### src/rtl/multicycle_ctrl_if.sv
// Handshake and control bundle between the multicycle controller and its datapath/memories.
interface multicycle_ctrl_if #(
  parameter int unsigned INSTR_WIDTH  = 32,
  parameter int unsigned ALU_OP_WIDTH = 4
);
  logic [INSTR_WIDTH-1:0]  instruction;
  logic                    imem_ready;
  logic                    dmem_ready;
  logic                    imem_req;
  logic                    pc_en;
  logic [ALU_OP_WIDTH-1:0] alu_op;
  logic                    regfile_write_enable;
  logic                    sel_bw_imm_rs2;
  logic                    dmem_read_en;
  logic                    wr_back_sel;
  logic [2:0]              state;
  logic                    illegal_instr;
  logic                    mem_timeout;
  logic [31:0]             retire_count;

  modport master (
    output instruction, imem_ready, dmem_ready,
    input  imem_req, pc_en, alu_op, regfile_write_enable, sel_bw_imm_rs2,
           dmem_read_en, wr_back_sel, state, illegal_instr, mem_timeout, retire_count
  );

  modport slave (
    input  instruction, imem_ready, dmem_ready,
    output imem_req, pc_en, alu_op, regfile_write_enable, sel_bw_imm_rs2,
           dmem_read_en, wr_back_sel, state, illegal_instr, mem_timeout, retire_count
  );
endinterface

### src/rtl/multicycle_ctrl.sv
// Multicycle FETCH/DECODE/EXEC/MEM/WB control FSM for R, I-ALU and load instructions.
// Every output is registered and computed for the state being entered.
module multicycle_ctrl #(
  parameter int unsigned INSTR_WIDTH  = 32,
  parameter int unsigned ALU_OP_WIDTH = 4,
  parameter int unsigned MEM_TIMEOUT  = 15
) (
  input  logic            clk,
  input  logic            rst_n,
  multicycle_ctrl_if.slave io_bus
);

  typedef enum logic [2:0] {
    S_FETCH  = 3'd0,
    S_DECODE = 3'd1,
    S_EXEC   = 3'd2,
    S_MEM    = 3'd3,
    S_WB     = 3'd4,
    S_HALT   = 3'd5
  } state_t;

  localparam logic [6:0] OP_R      = 7'b0110011;
  localparam logic [6:0] OP_I      = 7'b0010011;
  localparam logic [6:0] OP_LD     = 7'b0000011;
  localparam logic [6:0] F7_ALT    = 7'b0100000;
  localparam logic [7:0] WAIT_LAST = 8'(MEM_TIMEOUT - 1);

  state_t                  r_state;
  logic [INSTR_WIDTH-1:0]  r_ir;
  logic [7:0]              r_wait;
  logic                    r_imem_req;
  logic                    r_pc_en;
  logic                    r_rf_we;
  logic                    r_dmem_rd;
  logic [ALU_OP_WIDTH-1:0] r_alu_op;
  logic                    r_sel_rs2;
  logic                    r_wb_alu;
  logic                    r_illegal;
  logic                    r_timeout;
  logic [31:0]             r_retire_count;

  logic [6:0]              w_opcode;
  logic [2:0]              w_funct3;
  logic                    w_alt;
  logic                    w_is_r;
  logic                    w_is_i;
  logic                    w_is_ld;
  logic                    w_legal;
  logic [ALU_OP_WIDTH-1:0] w_alu_op;
  logic                    w_unused_ir;

  assign w_opcode    = r_ir[6:0];
  assign w_funct3    = r_ir[14:12];
  assign w_alt       = (r_ir[31:25] == F7_ALT);
  assign w_is_r      = (w_opcode == OP_R);
  assign w_is_i      = (w_opcode == OP_I);
  assign w_is_ld     = (w_opcode == OP_LD);
  assign w_legal     = w_is_r | w_is_i | w_is_ld;
  assign w_unused_ir = ^r_ir;

  // ALU select from the latched IR; loads always add the address offset
  always_comb begin
    w_alu_op = '0;
    if (!w_is_ld) begin
      case (w_funct3)
        3'b000: w_alu_op = (w_is_r && w_alt) ? ALU_OP_WIDTH'(1) : ALU_OP_WIDTH'(0);
        3'b001: w_alu_op = ALU_OP_WIDTH'(2);
        3'b010: w_alu_op = ALU_OP_WIDTH'(3);
        3'b011: w_alu_op = ALU_OP_WIDTH'(4);
        3'b100: w_alu_op = ALU_OP_WIDTH'(5);
        3'b101: w_alu_op = w_alt ? ALU_OP_WIDTH'(7) : ALU_OP_WIDTH'(6);
        3'b110: w_alu_op = ALU_OP_WIDTH'(8);
        3'b111: w_alu_op = ALU_OP_WIDTH'(9);
        default: w_alu_op = '0;
      endcase
    end
  end

  // State register and next-state outputs; strobes default low each cycle
  always_ff @(posedge clk or negedge rst_n) begin
    if (!rst_n) begin
      r_state        <= S_FETCH;
      r_ir           <= '0;
      r_wait         <= '0;
      r_imem_req     <= 1'b0;
      r_pc_en        <= 1'b0;
      r_rf_we        <= 1'b0;
      r_dmem_rd      <= 1'b0;
      r_alu_op       <= '0;
      r_sel_rs2      <= 1'b1;
      r_wb_alu       <= 1'b1;
      r_illegal      <= 1'b0;
      r_timeout      <= 1'b0;
      r_retire_count <= '0;
    end else begin
      r_imem_req <= 1'b0;
      r_pc_en    <= 1'b0;
      r_rf_we    <= 1'b0;
      r_dmem_rd  <= 1'b0;
      r_alu_op   <= '0;
      r_sel_rs2  <= 1'b1;
      r_wb_alu   <= 1'b1;
      case (r_state)
        S_FETCH: begin
          if (io_bus.imem_ready) begin
            r_ir    <= io_bus.instruction;
            r_state <= S_DECODE;
          end else begin
            r_imem_req <= 1'b1;
          end
        end
        S_DECODE: begin
          if (w_legal) begin
            r_state   <= S_EXEC;
            r_alu_op  <= w_alu_op;
            r_sel_rs2 <= w_is_r;
            r_wb_alu  <= !w_is_ld;
          end else begin
            r_illegal <= 1'b1;
            r_state   <= S_HALT;
          end
        end
        S_EXEC: begin
          r_alu_op  <= w_alu_op;
          r_sel_rs2 <= w_is_r;
          r_wb_alu  <= !w_is_ld;
          r_wait    <= '0;
          if (w_is_ld) begin
            r_state   <= S_MEM;
            r_dmem_rd <= 1'b1;
          end else begin
            r_state <= S_WB;
            r_rf_we <= 1'b1;
            r_pc_en <= 1'b1;
          end
        end
        S_MEM: begin
          if (io_bus.dmem_ready) begin
            r_state   <= S_WB;
            r_rf_we   <= 1'b1;
            r_pc_en   <= 1'b1;
            r_alu_op  <= w_alu_op;
            r_sel_rs2 <= w_is_r;
            r_wb_alu  <= !w_is_ld;
            r_wait    <= '0;
          end else if (r_wait == WAIT_LAST) begin
            r_timeout <= 1'b1;
            r_state   <= S_HALT;
            r_wait    <= '0;
          end else begin
            r_dmem_rd <= 1'b1;
            r_alu_op  <= w_alu_op;
            r_sel_rs2 <= w_is_r;
            r_wb_alu  <= !w_is_ld;
            r_wait    <= r_wait + 8'd1;
          end
        end
        S_WB: begin
          r_retire_count <= r_retire_count + 32'd1;
          r_imem_req     <= 1'b1;
          r_state        <= S_FETCH;
        end
        S_HALT: begin
          r_state <= S_HALT;
        end
        default: begin
          r_imem_req <= 1'b1;
          r_state    <= S_FETCH;
        end
      endcase
    end
  end

  assign io_bus.imem_req             = r_imem_req;
  assign io_bus.pc_en                = r_pc_en;
  assign io_bus.alu_op               = r_alu_op;
  assign io_bus.regfile_write_enable = r_rf_we;
  assign io_bus.sel_bw_imm_rs2       = r_sel_rs2;
  assign io_bus.dmem_read_en         = r_dmem_rd;
  assign io_bus.wr_back_sel          = r_wb_alu;
  assign io_bus.state                = r_state;
  assign io_bus.illegal_instr        = r_illegal;
  assign io_bus.mem_timeout          = r_timeout;
  assign io_bus.retire_count         = r_retire_count;

endmodule

### src/flat_wrapper.sv
// flat-port wrapper written by rule: the top's interface ports become plain ports
module multicycle_ctrl_flat 
#(
  parameter int unsigned INSTR_WIDTH  = 32,
  parameter int unsigned ALU_OP_WIDTH = 4,
  parameter int unsigned MEM_TIMEOUT  = 15
)
  (clk, rst_n, io_bus_instruction, io_bus_imem_ready, io_bus_dmem_ready, io_bus_imem_req, io_bus_pc_en, io_bus_alu_op, io_bus_regfile_write_enable, io_bus_sel_bw_imm_rs2, io_bus_dmem_read_en, io_bus_wr_back_sel, io_bus_state, io_bus_illegal_instr, io_bus_mem_timeout, io_bus_retire_count);
  multicycle_ctrl_if #(.INSTR_WIDTH(INSTR_WIDTH), .ALU_OP_WIDTH(ALU_OP_WIDTH)) io_bus_i ();
  input  logic clk;
  input  logic rst_n;
  input wire logic [$bits(io_bus_i.instruction)-1:0] io_bus_instruction;
  input wire logic [$bits(io_bus_i.imem_ready)-1:0] io_bus_imem_ready;
  input wire logic [$bits(io_bus_i.dmem_ready)-1:0] io_bus_dmem_ready;
  output wire logic [$bits(io_bus_i.imem_req)-1:0] io_bus_imem_req;
  output wire logic [$bits(io_bus_i.pc_en)-1:0] io_bus_pc_en;
  output wire logic [$bits(io_bus_i.alu_op)-1:0] io_bus_alu_op;
  output wire logic [$bits(io_bus_i.regfile_write_enable)-1:0] io_bus_regfile_write_enable;
  output wire logic [$bits(io_bus_i.sel_bw_imm_rs2)-1:0] io_bus_sel_bw_imm_rs2;
  output wire logic [$bits(io_bus_i.dmem_read_en)-1:0] io_bus_dmem_read_en;
  output wire logic [$bits(io_bus_i.wr_back_sel)-1:0] io_bus_wr_back_sel;
  output wire logic [$bits(io_bus_i.state)-1:0] io_bus_state;
  output wire logic [$bits(io_bus_i.illegal_instr)-1:0] io_bus_illegal_instr;
  output wire logic [$bits(io_bus_i.mem_timeout)-1:0] io_bus_mem_timeout;
  output wire logic [$bits(io_bus_i.retire_count)-1:0] io_bus_retire_count;
  assign io_bus_i.instruction = io_bus_instruction;
  assign io_bus_i.imem_ready = io_bus_imem_ready;
  assign io_bus_i.dmem_ready = io_bus_dmem_ready;
  assign io_bus_imem_req = io_bus_i.imem_req;
  assign io_bus_pc_en = io_bus_i.pc_en;
  assign io_bus_alu_op = io_bus_i.alu_op;
  assign io_bus_regfile_write_enable = io_bus_i.regfile_write_enable;
  assign io_bus_sel_bw_imm_rs2 = io_bus_i.sel_bw_imm_rs2;
  assign io_bus_dmem_read_en = io_bus_i.dmem_read_en;
  assign io_bus_wr_back_sel = io_bus_i.wr_back_sel;
  assign io_bus_state = io_bus_i.state;
  assign io_bus_illegal_instr = io_bus_i.illegal_instr;
  assign io_bus_mem_timeout = io_bus_i.mem_timeout;
  assign io_bus_retire_count = io_bus_i.retire_count;
  multicycle_ctrl #(.INSTR_WIDTH(INSTR_WIDTH), .ALU_OP_WIDTH(ALU_OP_WIDTH), .MEM_TIMEOUT(MEM_TIMEOUT)) u_core (.clk(clk), .rst_n(rst_n), .io_bus(io_bus_i));
endmodule
### config.mk
export PLATFORM = sky130hd
export DESIGN_NAME = multicycle_ctrl_flat
export DESIGN_NICKNAME = d
export VERILOG_FILES = /design/src/rtl/multicycle_ctrl_if.sv /design/src/rtl/multicycle_ctrl.sv /design/src/flat_wrapper.sv
export SDC_FILE = /design/constraint.sdc
export NUM_CORES = 1
export LEC_CHECK = 0
export BUFFER_PORTS_ARGS = -buffer_cell sky130_fd_sc_hd__buf_2
export CAP_MARGIN = 40
export CORE_AREA = 4 4 127 68
export DETAILED_ROUTE_END_ITERATION = 12
export DIE_AREA = 0 0 131 72
export PLACE_DENSITY = 0.77
export SLEW_MARGIN = 30
export SYNTH_ARGS = -nofsm -noshare
export SYNTH_HDL_FRONTEND = slang
export SYNTH_SLANG_ARGS = --single-unit
### constraint.sdc
create_clock -name clk -period 2.7 [get_ports clk]
set_input_delay 0.405 -clock clk [delete_from_list [all_inputs] [get_ports clk]]
set_output_delay 0.405 -clock clk [all_outputs]
set_load 0.01 [all_outputs]
==> out/metrics.cfg <==
[status]
outcome=finished, final reports clean

[clocking]
numCtsBuffers=9
cts_tree=yes
clock_sinks=71
clk_pin_slew_worst_paths_ps=60
htree_levels=3
cts_hold_buf=0
cts_buffer_depth=2
cts-root-buf=clkbuf_16
cts_resized=0
post-cts-setup-buffer-count=0
clk_latency_ps=320

[power]
switchingPower_uw=1030
p_leak_uw=0.00201
p_sw_frac=0.294
p_int_uw=2480
p_clk_frac=0.357
power_frac_seq=0.432
ir_worst_vdd_uv=447
power_density_nw_per_um2=852
p_comb_frac=0.211

[synthesis]
syn_nets=330
synth_top_area_frac=0.523
synth_common_cells=69 x dfrtp_1, 27 x xor2_1, 22 x nand2_1, 20 x nor2_1, 17 x mux2_2
synthMuxAreaShare=0.0610
synth.most_common_cell=dfrtp_1
synth_edf_count=0
yosys.area_share.xor_xnor=0.0982
syn_inst=291
yosys_warnings=0
synth_top_family_by_area=simple AND/OR/NAND/NOR gates
synthArstFlopShare=1.00
synth_cell_types=47
synth_compound_area_frac=0.0459
ys_top_cells_by_area=dfrtp_1 52%, xor2_1 7.2%, mux2_2 5.8%, nor4_2 3.4%, xnor2_1 2.7%
seq_area_frac_synth=0.539
yosys.area_share.simple=0.216
syn_area_um2=3300
ys_seq_elements=71
synth_top_flop_cell=dfrtp_1
synth_top_area_cell=dfrtp_1
avgSynthCellArea_um2=11.3
synth_fa_ha_area_frac=0.0114

[worst_setup_path]
crit_start=u_core.io_bus.retire_count[4]
arrival_ps=2210
path_cells=and4_1, nand4_2, nor4_1, xor2_1
worstRegToRegCells=4
crit_type=register to register
startpoint_type=register
slowest_stage=nor4_1
r2r-start=u_core.io_bus.retire_count[4]
path_max_fanout=17
crit_path_max_incr_delay_ps=470
r2r_setup_slack_ps=730
required_ps=2940
crit_path_end_kind=register

[timing]
finalSetupViolations=0
finalMaxSlewViolations=0
max_freq_mhz=509
finalHoldViolations=0
fin_crit_ps=1970
grt_setup_unrepaired=false
finalSetupTns_ps=0
finalWorstSetupSlack_ps=735
fin_crit_sh=0.728
worstMarginPinSlew_ps=527
slew_headroom=0.648
fin_skew_ps=5.58

[placed_design]
hpwl_mm=5.19
port_buffers=67
gp_congestion=0.780
dp_slack_ps=729

[final_layout]
nFillCells=678
drive_gt1_frac=0.334
utilization=0.537
num-nets-final=405
multi_input_area_um2=1440
areaGrowthSynthToFinish_pct=24.9
register_area_um2=1780
antennaDiodeCount=0

[hold_path]
hold_path_depth=3
hold_start=io_bus_instruction[14]
hold_path.class=input pin to register

[detailed_routing]
vias_per_cell=5.09
first_iter_violations=182
vias=2396
drtAntennaViolNets=0
drt-pass1-iter-count=4
wirelength_mm=7.06
post_drt_wl_per_cell_um=15.0
drcViolationCount=0

[global_routing]
grt-ovfl-total=0
antenna_found_initial=0
grt_pass1_vias=2438
track_usage=0.159
grt_first_pass_wirelength_mm=11.9
grt_max_degree=40

[floorplanning]
io_pins=83
core_area_um2=7680
fp.dieW_um=131
die_h_um=72
rows=23
die_area_um2=9430
initial_core_util=0.430

[run]
max_cap_viol_count=0

==> metrics by stage <==
| stage | cell area (µm²) | hold WS [ps] | instances | total power (µW) |
|---|---|---|---|---|
| 3_3_place_gp | 3770 | 449 | 453 | 2240 |
| 2_1_floorplan | 3300 | 109 | 291 | 2010 |
| 5_1_grt | 4120 | 301 | 471 | 3720 |
| 3_5_place_dp | 3770 | 448 | 453 | 2280 |
| 4_1_cts | 4090 | 183 | 469 | 3560 |
| 6_report | 4120 | 288 | 471 | 3510 |
==> placed cells by master (no fill, tap or decap), types with 4 or more instances in the layout <==
cell type and count:
dfrtp_1 69, buf_2 67, xor2_1 27, nand2_1 22, nor2_1 20, mux2_2 17, nand3_1 12, nor3_1 11
inv_1 10, xnor2_1 10, nor4_1 9, nand4_1 9, nor4_2 9, clkbuf_16 9, o21ai_0 5, buf_4 5
nand2b_1 4, nor2b_1 4
==> power groups by stage <==
| stage | clock [µW] | sequential (µW) | combinational [µW] |
|---|---|---|---|
| 2_1_floorplan | 0 | 1480 | 530 |
| 3_5_place_dp | 0 | 1540 | 745 |
| 5_1_grt | 1330 | 1560 | 827 |
| 6_report | 1250 | 1520 | 740 |
| 3_3_place_gp | 0 | 1520 | 718 |
| 4_1_cts | 1290 | 1520 | 749 |
==> area by class of cell <==
type / instances / area share
Timing Repair Buffer: 75 / 0.103
Clock buffer: 9 / 0.0546
Clock inverter: 7 / 0.0237
Sequential cell: 71 / 0.432
Tap cell: 100 / 0.0303
Multi-Input combinational cell: 199 / 0.348
Inverter: 10 / 0.00910
==> registers in the layout (all words and copies together), names as in the netlist, 3 cells and up <==
register	count
u_core.io_bus.alu_op	4
u_core.io_bus.retire_count	32
u_core.r_ir	17
u_core.io_bus.state	3
u_core.r_wait	8
==> metal layers <==
layer | wire [µm] | vias to the layer above | GRT usage
met5 | 0 | - | 0
met4 | 61 | 0 | 0.0536
met3 | 395 | 5 | 0.0485
met2 | 3010 | 52 | 0.224
met1 | 3600 | 1147 | 0.234
li1 | - | 1192 | -
==> cells by family (layout without fill, tap and decap cells) <==
group	after synthesis	count (layout)
muxes	18	18
AOI/OAI and AO/OA	22	22
DFF	71	71
and+or+nand+nor	119	119
buffers and inverters	21	101
adders and majority gates	3	3
xor gates and xnor gates	37	37
==> worst max-delay path: cells and delay by family, from the launching register on <==
family        cells  cell delay (ps)
flops             1              450
simple gates      3             1250
xor+xnor          1              190
==> final timing paths <==
path                                                        to
worst max-delay path            u_core.io_bus.retire_count[19]
worst min-delay path                           u_core.r_ir[14]
worst max register to register  u_core.io_bus.retire_count[19]
worst min register to register  u_core.io_bus.retire_count[31]
max in group asynchronous         u_core.io_bus.sel_bw_imm_rs2
min in group asynchronous               u_core.io_bus.imem_req
No activity file was read; power rests on OpenSTA's default activity.
